### src/rtl/alu_pkg.sv
// Shared types for the ALU family.
//   alu_op_e    : 2-bit operation code (NOR, XOR, ADD, SUB)
//   alu_state_e : control states of the digit-serial ALU
package alu_pkg;

    typedef enum logic [1:0] {
        OP_NOR = 2'b00,
        OP_XOR = 2'b01,
        OP_ADD = 2'b10,
        OP_SUB = 2'b11
    } alu_op_e;

    typedef enum logic [1:0] {
        IDLE = 2'd0,
        RUN  = 2'd1,
        DONE = 2'd2
    } alu_state_e;

    // ADD and SUB share the code MSB; only they use the carry chain.
    function automatic logic is_arith(input logic [1:0] op);
        return op[1];
    endfunction

endpackage

### src/rtl/alu_digit.sv
// Combinational DIGIT-bit ALU slice, usable on its own or chained.
//   a, b : DIGIT-bit operand digits
//   cin  : carry into the digit (used by ADD/SUB only)
//   op   : operation code (alu_op_e encoding)
//   s    : DIGIT-bit result digit
//   cout : carry out of the digit MSB, 0 for NOR/XOR
module alu_digit
    import alu_pkg::*;
#(
    parameter int DIGIT = 8
) (
    input  logic [DIGIT-1:0] a,
    input  logic [DIGIT-1:0] b,
    input  logic             cin,
    input  logic [1:0]       op,
    output logic [DIGIT-1:0] s,
    output logic             cout
);

    logic [DIGIT-1:0] b_eff;
    logic [DIGIT:0]   sum;

    always_comb begin
        // NOTE: every signal written here gets a default first, so no path
        // through the case can leave it unassigned and infer a latch.
        s     = '0;
        cout  = 1'b0;
        b_eff = (op == OP_SUB) ? ~b : b;
        sum   = {1'b0, a} + {1'b0, b_eff} + {{DIGIT{1'b0}}, cin};
        case (op)
            OP_NOR: s = ~(a | b);
            OP_XOR: s = a ^ b;
            default: begin
                s    = sum[DIGIT-1:0];
                cout = sum[DIGIT];
            end
        endcase
    end

endmodule

### src/rtl/alu_serial.sv
// Digit-serial ALU: NOR/XOR/ADD/SUB over a WIDTH-bit word, DIGIT bits per
// clock, LSB digit first, with valid/ready handshakes on both sides.
//   clk, rst_n          : clock, synchronous active-low reset
//   in_valid, in_ready  : operand handshake (in_ready high only in IDLE)
//   a, b, cin, op       : operands, captured on acceptance
//   out_valid, out_ready: result handshake (result held until taken)
//   s, cout, zero, ovf  : registered result and flags
module alu_serial
    import alu_pkg::*;
#(
    parameter int WIDTH = 64,
    parameter int DIGIT = 8
) (
    input  logic             clk,
    input  logic             rst_n,
    input  logic             in_valid,
    output logic             in_ready,
    input  logic [WIDTH-1:0] a,
    input  logic [WIDTH-1:0] b,
    input  logic             cin,
    input  logic [1:0]       op,
    output logic             out_valid,
    input  logic             out_ready,
    output logic [WIDTH-1:0] s,
    output logic             cout,
    output logic             zero,
    output logic             ovf
);

    localparam int N     = WIDTH / DIGIT;
    localparam int CNT_W = $clog2(N + 1);

    alu_state_e       state_q, state_d;
    logic [CNT_W-1:0] cnt_q, cnt_d;
    logic [WIDTH-1:0] a_q, a_d;
    logic [WIDTH-1:0] b_q, b_d;
    logic [WIDTH-1:0] res_q, res_d;
    logic [1:0]       op_q, op_d;
    logic             carry_q, carry_d;
    logic [WIDTH-1:0] s_q, s_d;
    logic             cout_q, cout_d;
    logic             zero_q, zero_d;
    logic             ovf_q, ovf_d;
    logic             in_ready_q, in_ready_d;
    logic             out_valid_q, out_valid_d;

    logic [DIGIT-1:0] dig_s;
    logic             dig_cout;
    logic [WIDTH-1:0] res_next;
    logic             last_digit;
    logic             bp_msb;
    logic             ovf_next;

    // Operand shift registers present the current digit in their low bits.
    alu_digit #(.DIGIT(DIGIT)) u_digit (
        .a    (a_q[DIGIT-1:0]),
        .b    (b_q[DIGIT-1:0]),
        .cin  (carry_q),
        .op   (op_q),
        .s    (dig_s),
        .cout (dig_cout)
    );

    // Result digits enter at the top and move down, so after N digits the
    // first (least significant) digit sits at bit 0.
    assign res_next   = (res_q >> DIGIT) | (WIDTH'(dig_s) << (WIDTH - DIGIT));
    assign last_digit = (cnt_q == CNT_W'(N - 1));

    // On the last digit the slice sees the word MSBs, so the sign bits of
    // a, b' and s are all available here for the overflow term.
    assign bp_msb   = b_q[DIGIT-1] ^ (op_q == OP_SUB);
    assign ovf_next = is_arith(op_q) & (a_q[DIGIT-1] ^ bp_msb ^ dig_s[DIGIT-1] ^ dig_cout);

    always_comb begin
        state_d     = state_q;
        cnt_d       = cnt_q;
        a_d         = a_q;
        b_d         = b_q;
        res_d       = res_q;
        op_d        = op_q;
        carry_d     = carry_q;
        s_d         = s_q;
        cout_d      = cout_q;
        zero_d      = zero_q;
        ovf_d       = ovf_q;
        in_ready_d  = in_ready_q;
        out_valid_d = out_valid_q;

        case (state_q)
            IDLE: begin
                if (in_valid) begin
                    state_d    = RUN;
                    a_d        = a;
                    b_d        = b;
                    op_d       = op;
                    carry_d    = cin & is_arith(op);
                    cnt_d      = '0;
                    in_ready_d = 1'b0;
                end
            end
            RUN: begin
                a_d     = a_q >> DIGIT;
                b_d     = b_q >> DIGIT;
                carry_d = dig_cout;
                res_d   = res_next;
                cnt_d   = cnt_q + CNT_W'(1);
                if (last_digit) begin
                    state_d     = DONE;
                    s_d         = res_next;
                    cout_d      = dig_cout & is_arith(op_q);
                    zero_d      = (res_next == '0);
                    ovf_d       = ovf_next;
                    out_valid_d = 1'b1;
                end
            end
            DONE: begin
                if (out_ready) begin
                    state_d     = IDLE;
                    out_valid_d = 1'b0;
                    in_ready_d  = 1'b1;
                end
            end
            default: begin
                state_d     = IDLE;
                in_ready_d  = 1'b1;
                out_valid_d = 1'b0;
            end
        endcase
    end

    // NOTE: sequential state uses non-blocking assignments only, so every
    // flop samples the pre-edge value of every other flop.
    always_ff @(posedge clk) begin
        // NOTE: reset is synchronous (checked inside the clocked block) and
        // clears the datapath too, so an abandoned operation leaves no trace.
        if (!rst_n) begin
            state_q     <= IDLE;
            cnt_q       <= '0;
            a_q         <= '0;
            b_q         <= '0;
            res_q       <= '0;
            op_q        <= 2'b00;
            carry_q     <= 1'b0;
            s_q         <= '0;
            cout_q      <= 1'b0;
            zero_q      <= 1'b0;
            ovf_q       <= 1'b0;
            in_ready_q  <= 1'b1;
            out_valid_q <= 1'b0;
        end else begin
            state_q     <= state_d;
            cnt_q       <= cnt_d;
            a_q         <= a_d;
            b_q         <= b_d;
            res_q       <= res_d;
            op_q        <= op_d;
            carry_q     <= carry_d;
            s_q         <= s_d;
            cout_q      <= cout_d;
            zero_q      <= zero_d;
            ovf_q       <= ovf_d;
            in_ready_q  <= in_ready_d;
            out_valid_q <= out_valid_d;
        end
    end

    assign in_ready  = in_ready_q;
    assign out_valid = out_valid_q;
    assign s         = s_q;
    assign cout      = cout_q;
    assign zero      = zero_q;
    assign ovf       = ovf_q;

endmodule

### config.mk
export PLATFORM = sky130hd
export DESIGN_NAME = alu_serial
export DESIGN_NICKNAME = d
export VERILOG_FILES = /design/src/rtl/alu_pkg.sv /design/src/rtl/alu_digit.sv /design/src/rtl/alu_serial.sv
export SDC_FILE = /design/constraint.sdc
export NUM_CORES = 1
export LEC_CHECK = 0
export CAP_MARGIN = 20
export CORE_MARGIN = 2
export CORE_UTILIZATION = 56
export CTS_CLUSTER_SIZE = 12
export DETAILED_ROUTE_END_ITERATION = 16
export PLACE_DENSITY = 0.85
export SETUP_SLACK_MARGIN = 0.15
export SLEW_MARGIN = 0
export SYNTH_ARGS = -nofsm -noshare
export SYNTH_HDL_FRONTEND = slang
export SYNTH_SLANG_ARGS = --single-unit
### constraint.sdc
create_clock -name clk -period 8.6 [get_ports clk]
set_input_delay 1.72 -clock clk [delete_from_list [all_inputs] [get_ports clk]]
set_output_delay 1.72 -clock clk [all_outputs]
set_load 0.01 [all_outputs]
==> flow_summary.json, run 1 <==
{
  "cts_tree": "done",
  "rrSetupSlack_ps": 4920,
  "syn_to_final_growth_pct": 26.0,
  "period_share_pct": 44.3,
  "synth_top_family_by_area": "simple AND/OR/NAND/NOR gates",
  "fin_nets": 1687,
  "synth-simple-area-share_pct": 24.2,
  "reg2reg_to": "zero",
  "synth_area_sq_mm": 0.0109,
  "avgSynthCellArea_sq_um": 7.71,
  "synth_top_area_cell": "dfxtp_1",
  "cts_sinks": 262,
  "htree_num_levels": 1,
  "ys_seq_area_share_pct": 48.3,
  "synth_edf_count": 0,
  "maxSlewHeadroom_pct": 32.3,
  "synth_mux_area_share_pct": 0.841,
  "antenna_left": 0,
  "yosysMostFrequentCell": "nand2_1",
  "syn_inst": 1408,
  "yosys_most_used_dff": "dfxtp_1",
  "insertedDiodeCount": 0,
  "p_per_area_mw_per_mm2": 196,
  "cts_resized": 0,
  "endpoint_kind": "flop",
  "die_y_um": 143,
  "rsz0062_at_grt": "false",
  "intPower_mw": 2.02,
  "root_buffer": "clkbuf_16",
  "power.share.switching_pct": 24.7,
  "grt_pass1_vias": 9116,
  "crit_arrival_ps": 4180,
  "pre_cts_ws_ps": 4270,
  "final_hold_viol_count": 0,
  "clockBufferDepth": 3,
  "synth_nets": 1561,
  "min_path_type": "reg -> reg",
  "place_congestion": 0.809,
  "fin_ws_ps": 4790,
  "final_util_pct": 72.4,
  "synth_compound_gate_area_share_pct": 18.5,
  "p_switching_mw": 0.664,
  "wl_per_cell_um": 15.2,
  "yosysWarnings": 0,
  "min_to": "s[58]",
  "critPathKind": "in -> reg",
  "crit_fanout": 161,
  "drv_cap": 0,
  "cp.required_ps": 8970,
  "initial_core_util_pct": 57.5,
  "routed_wl_um": 27500,
  "holdPathStages": 2,
  "synth.area.top_cells": "dfxtp_1 48%, nand2_1 16%, a311oi_1 7.7%",
  "clk_pin_slew_ps": 60,
  "antenna_found_initial": 3,
  "synth_commonest_cells": "468 x nand2_1, 262 x dfxtp_1, 149 x a21oi_1, 133 x nor2_1, 96 x a311oi_1",
  "grt_max_degree": 162,
  "synth-seq-cells": 262,
  "core-area_sq_mm": 0.0189,
  "clk_latency_ps": 530,
  "cts_buffers": 27,
  "first_pass_iters": 6,
  "finClkSkew_ps": 8.55,
  "async_flop_share_pct": 0,
  "drive_gt1_share_pct": 3.69,
  "p_seq_share_pct": 48.8,
  "fin_tns_setup_ps": 0,
  "drv_slew": 0,
  "die_area_sq_mm": 0.0205,
  "setup_viol": 0,
  "worstHoldStart": "s[58]",
  "grt_pass1_wl_um": 44300,
  "r2r-start": "op_q[1]",
  "ctsHoldBuffers": 0,
  "synth-xor-area-share_pct": 0.968,
  "clkPwrFrac_pct": 39.5,
  "fin_crit_ps": 3810,
  "synth_top_area_share_pct": 48.3,
  "nFillCells": 1535,
  "fmax_mhz": 262,
  "ir_drop_uv": 140,
  "drt_iter0_drc": 882,
  "synth_cell_type_count": 43,
  "dpl.hpwl_um": 17800,
  "grt_overflow_total": 0,
  "vias_per_cell": 5.58,
  "status": "complete, no violations",
  "row_count": 50,
  "track_usage_pct": 26.2,
  "num_io_pins": 204,
  "worstMarginPinSlew_ps": 1020,
  "drc": 0,
  "ff2ff_path_depth": 11,
  "die_w_um": 143,
  "io_buffers": 203,
  "cp-start-kind": "input pin",
  "p_leak_nw": 4.86,
  "vias": 10100,
  "cts_setup_buffers": 0,
  "synthAdderAreaFrac_pct": 2.21,
  "pwr-share-comb_pct": 11.8
}
==> logic make-up after synthesis <==
group,count (synthesis)
DFF,262
buffers and inverters,135
adders and majority gates,18
xor gates and xnor gates,12
muxes,9
and+or+nand+nor,663
AOI/OAI and AO/OA,309
==> metrics by stage <==
stage	cells	instance area, sq um	power (mW)	hold WS, ps
2_1_floorplan	1408	10900	1.53	415
3_3_place_gp	1763	12800	1.64	443
3_5_place_dp	1763	12800	1.65	442
4_1_cts	1804	13600	2.70	455
5_1_grt	1806	13700	2.80	473
6_report	1806	13700	2.69	453
==> per-layer routing <==
layer | vias up | global-route usage, % | share of wire, %
met2 | 342 | 42.8 | 47
met4 | 2 | 7.74 | 2.4
met5 | - | 0 | 0.036
li1 | 5016 | - | -
met3 | 52 | 6.07 | 7.7
met1 | 4658 | 34.7 | 42
==> registers in the layout, summed over array words and instances (netlist names), 2 cells and up <==
| name | cells |
|---|---|
| res_q | 56 |
| cnt_q | 4 |
| op_q | 2 |
| a_q | 64 |
| b_q | 64 |
| s | 64 |
| state_q | 2 |
==> how the worst max path moves through the flow <==
stage	start	endpoint	slack, ps	cells after the start
2_1_floorplan	op_q[1]	res_q[62]	5580	13
3_3_place_gp	rst_n	state_q[0]	4320	4
3_5_place_dp	rst_n	state_q[0]	4270	4
4_1_cts	rst_n	state_q[0]	4840	4
5_1_grt	rst_n	b_q[7]	4620	4
6_report	rst_n	a_q[6]	4790	4
==> power groups by stage <==
stage	Combinational (mW)	Sequential (mW)	Clock (mW)
2_1_floorplan	0.207	1.32	0
4_1_cts	0.312	1.31	1.08
6_report	0.316	1.31	1.06
5_1_grt	0.354	1.32	1.12
3_3_place_gp	0.302	1.33	0
3_5_place_dp	0.309	1.34	0
==> final cells by class <==
| class | instances | area (sq um) | area share, % |
|---|---|---|---|
| Sequential cell | 262 | 5250 | 38.3 |
| Multi-Input combinational cell | 1011 | 5100 | 37.3 |
| Timing Repair Buffer | 213 | 2150 | 15.7 |
| Clock buffer | 36 | 759 | 5.55 |
| Tap cell | 260 | 325 | 2.38 |
| Inverter | 19 | 78.8 | 0.576 |
| Clock inverter | 5 | 28.8 | 0.210 |
==> placed cells by master (no fill, tap or decap), types with 2 or more instances in the layout <==
cell	synthesis	layout
o211ai_1	16	16
clkinv_2	0	4
nor2b_1	6	4
nand2_1	468	467
a311oi_1	96	96
nor4b_1	2	2
a21o_1	3	3
fa_1	2	2
nand4_1	3	3
clkdlybuf4s50_1	0	203
nor4_1	16	16
xor2_1	3	3
xnor2_1	9	9
nor2b_4	0	2
nand3_1	24	24
ha_1	16	16
inv_1	18	18
clkbuf_1	79	4
a31oi_1	2	2
a211o_1	2	2
clkbuf_8	0	5
o21ai_0	26	26
o21a_1	3	3
nor2_1	133	133
a211oi_1	7	7
buf_4	0	8
mux2i_1	8	8
dfxtp_1	262	262
buf_16	0	2
a21oi_1	149	149
clkbuf_16	0	27
==> critical path, stage by stage <==
cell and delay, ps:
clkdlybuf4s50_1 620, inv_8 700, buf_4 900, nor2_1 140
Note: power is estimated with default switching activity, not from simulation.
==> run 2: changes to the inputs <==
--- a/config.mk
+++ b/config.mk
@@ -7,10 +7,10 @@
 export LEC_CHECK = 0
 export CAP_MARGIN = 20
 export CORE_MARGIN = 2
-export CORE_UTILIZATION = 56
+export CORE_UTILIZATION = 47
 export CTS_CLUSTER_SIZE = 12
 export DETAILED_ROUTE_END_ITERATION = 16
-export PLACE_DENSITY = 0.85
+export PLACE_DENSITY = 0.76
 export SETUP_SLACK_MARGIN = 0.15
 export SLEW_MARGIN = 0
 export SYNTH_ARGS = -nofsm -noshare
==> constraint.sdc (replaced) <==
create_clock -name clk -period 3.29 [get_ports clk]
set_input_delay 0.658 -clock clk [delete_from_list [all_inputs] [get_ports clk]]
set_output_delay 0.658 -clock clk [all_outputs]
set_load 0.01 [all_outputs]
==> flow_summary.json, run 2 (same netlist as run 1, synthesis figures left out) <==
{
  "status": "complete, no violations",
  "holdPathStages": 2,
  "setup_viol": 0,
  "clockBufferDepth": 3,
  "fmax_mhz": 388,
  "final_hold_viol_count": 0,
  "cp-start-kind": "flop",
  "grt.met1_usage_pct": 30.2,
  "track_usage_pct": 22.7,
  "min_path_type": "reg -> reg",
  "cts_tree": "done",
  "htree_num_levels": 1,
  "vias": 10100,
  "final_cell_mix": "467 x nand2_1, 262 x dfxtp_1, 203 x clkdlybuf4s50_1, 149 x a21oi_1, 133 x nor2_1",
  "gr-max-usage-layer": "met2",
  "cts_setup_buffers": 0,
  "vias_per_cell": 5.45,
  "antenna_left": 0,
  "num_io_pins": 204,
  "hold-worst-slack_ps": 452,
  "fin_nets": 1702,
  "root_buffer": "clkbuf_16",
  "die_area_sq_mm": 0.0243,
  "die_y_um": 156,
  "cts_buffers": 28,
  "critPathKind": "reg -> reg",
  "crit_arrival_ps": 2950,
  "clk_latency_ps": 530,
  "first_pass_iters": 8,
  "met3_usage_pct": 4.11,
  "regArea_sq_mm": 0.00525,
  "maxSlewHeadroom_pct": 51.1,
  "pre_cts_ws_ps": 728,
  "insertedDiodeCount": 0,
  "p_per_area_mw_per_mm2": 521,
  "rsz0062_at_grt": "false",
  "period_share_pct": 78.4,
  "dp.cells": 1804,
  "fin_crit_ps": 2580,
  "antenna_found_initial": 0,
  "cts_sinks": 262,
  "cts_resized": 0,
  "rrSetupSlack_ps": 710,
  "core-area_sq_mm": 0.0226,
  "place_congestion": 0.827,
  "ff2ff_path_depth": 10,
  "dpl.hpwl_um": 19400,
  "fin_tns_setup_ps": 0,
  "clk_pin_slew_ps": 60,
  "routed_wl_um": 28400,
  "p_leak_nw": 4.98,
  "crit_fanout": 7,
  "row_count": 55,
  "drv_cap": 0,
  "finClkSkew_ps": 7.71,
  "ir_drop_uv": 410,
  "drc": 0,
  "drv_slew": 0,
  "worstMarginPinSlew_ps": 733,
  "drive_gt1_share_pct": 4.59,
  "fin_cells": 1852,
  "fin_ws_ps": 711,
  "drt_iter0_drc": 670,
  "initial_core_util_pct": 48.0,
  "syn_to_final_growth_pct": 28.7,
  "nFillCells": 1985,
  "grt_max_degree": 108,
  "cp.required_ps": 3660,
  "io_buffers": 203,
  "die_w_um": 156,
  "endpoint_kind": "flop",
  "grt_pass1_vias": 9343,
  "ctsHoldBuffers": 0,
  "wl_per_cell_um": 15.3,
  "layout_commonest_cell": "nand2_1",
  "multi_input_comb_area_sq_mm": 0.00510,
  "gr-usage-met2_pct": 38.1,
  "grt_overflow_total": 0,
  "grt_pass1_wl_um": 45900
}
-- run 2: changes by cell type in the layout (fill, tap and decap cells not counted), moves of 2 or more --
| cell | delta |
|---|---|
| clkbuf_1 | +6 |
| buf_4 | +7 |
| clkbuf_16 | +2 |
| buf_16 | -2 |
| buf_12 | +9 |
-- run 2: layout make-up --
class / count / area share [%]
clock buffers: 43 / 5.85
clock inverters: 5 / 0.385
inverters: 19 / 0.564
multi-input cells: 1011 / 36.5
flip-flops and latches: 262 / 37.5
well taps: 285 / 2.55
repair buffers: 227 / 16.6
-- run 2: worst paths after layout --
path | from | endpoint
max reg2reg | op_q[0] | res_q[61]
min reg2reg | s[25] | s[25]
min | s[25] | s[25]
max | op_q[0] | res_q[61]
-- run 2: through the flow --
stage	util, %	instance area (sq um)	power (mW)
after floorplan	-	10900	4.00
after global placement	57.9	13100	4.33
after detailed placement	57.9	13100	4.35
after CTS	61.7	14000	7.32
after global routing	61.7	14000	7.57
final	61.7	14000	7.28
-- run 2: worst max-delay path, cell delays in order (launching register included) --
cell and delay (ps):
dfxtp_1 330, nand2_1 90, buf_4 180, xnor2_1 240, ha_1 280, nor2b_1 130, o31a_1 280, o21a_1 180
or3_1 300, a31oi_1 290, a211oi_1 130
-- run 2: layer usage --
layer  up-vias  routed length (um)
met5         -                   0
met4         0                 627
met3        56                1890
met2       324               13300
met1      4654               12600
li1       5062                   -
-- run 2: power by group --
group / internal [mW] / switching [mW]
logic: 0.390 / 0.474
clock network: 1.78 / 1.22
registers: 3.33 / 0.0971
total: 5.49 / 1.79
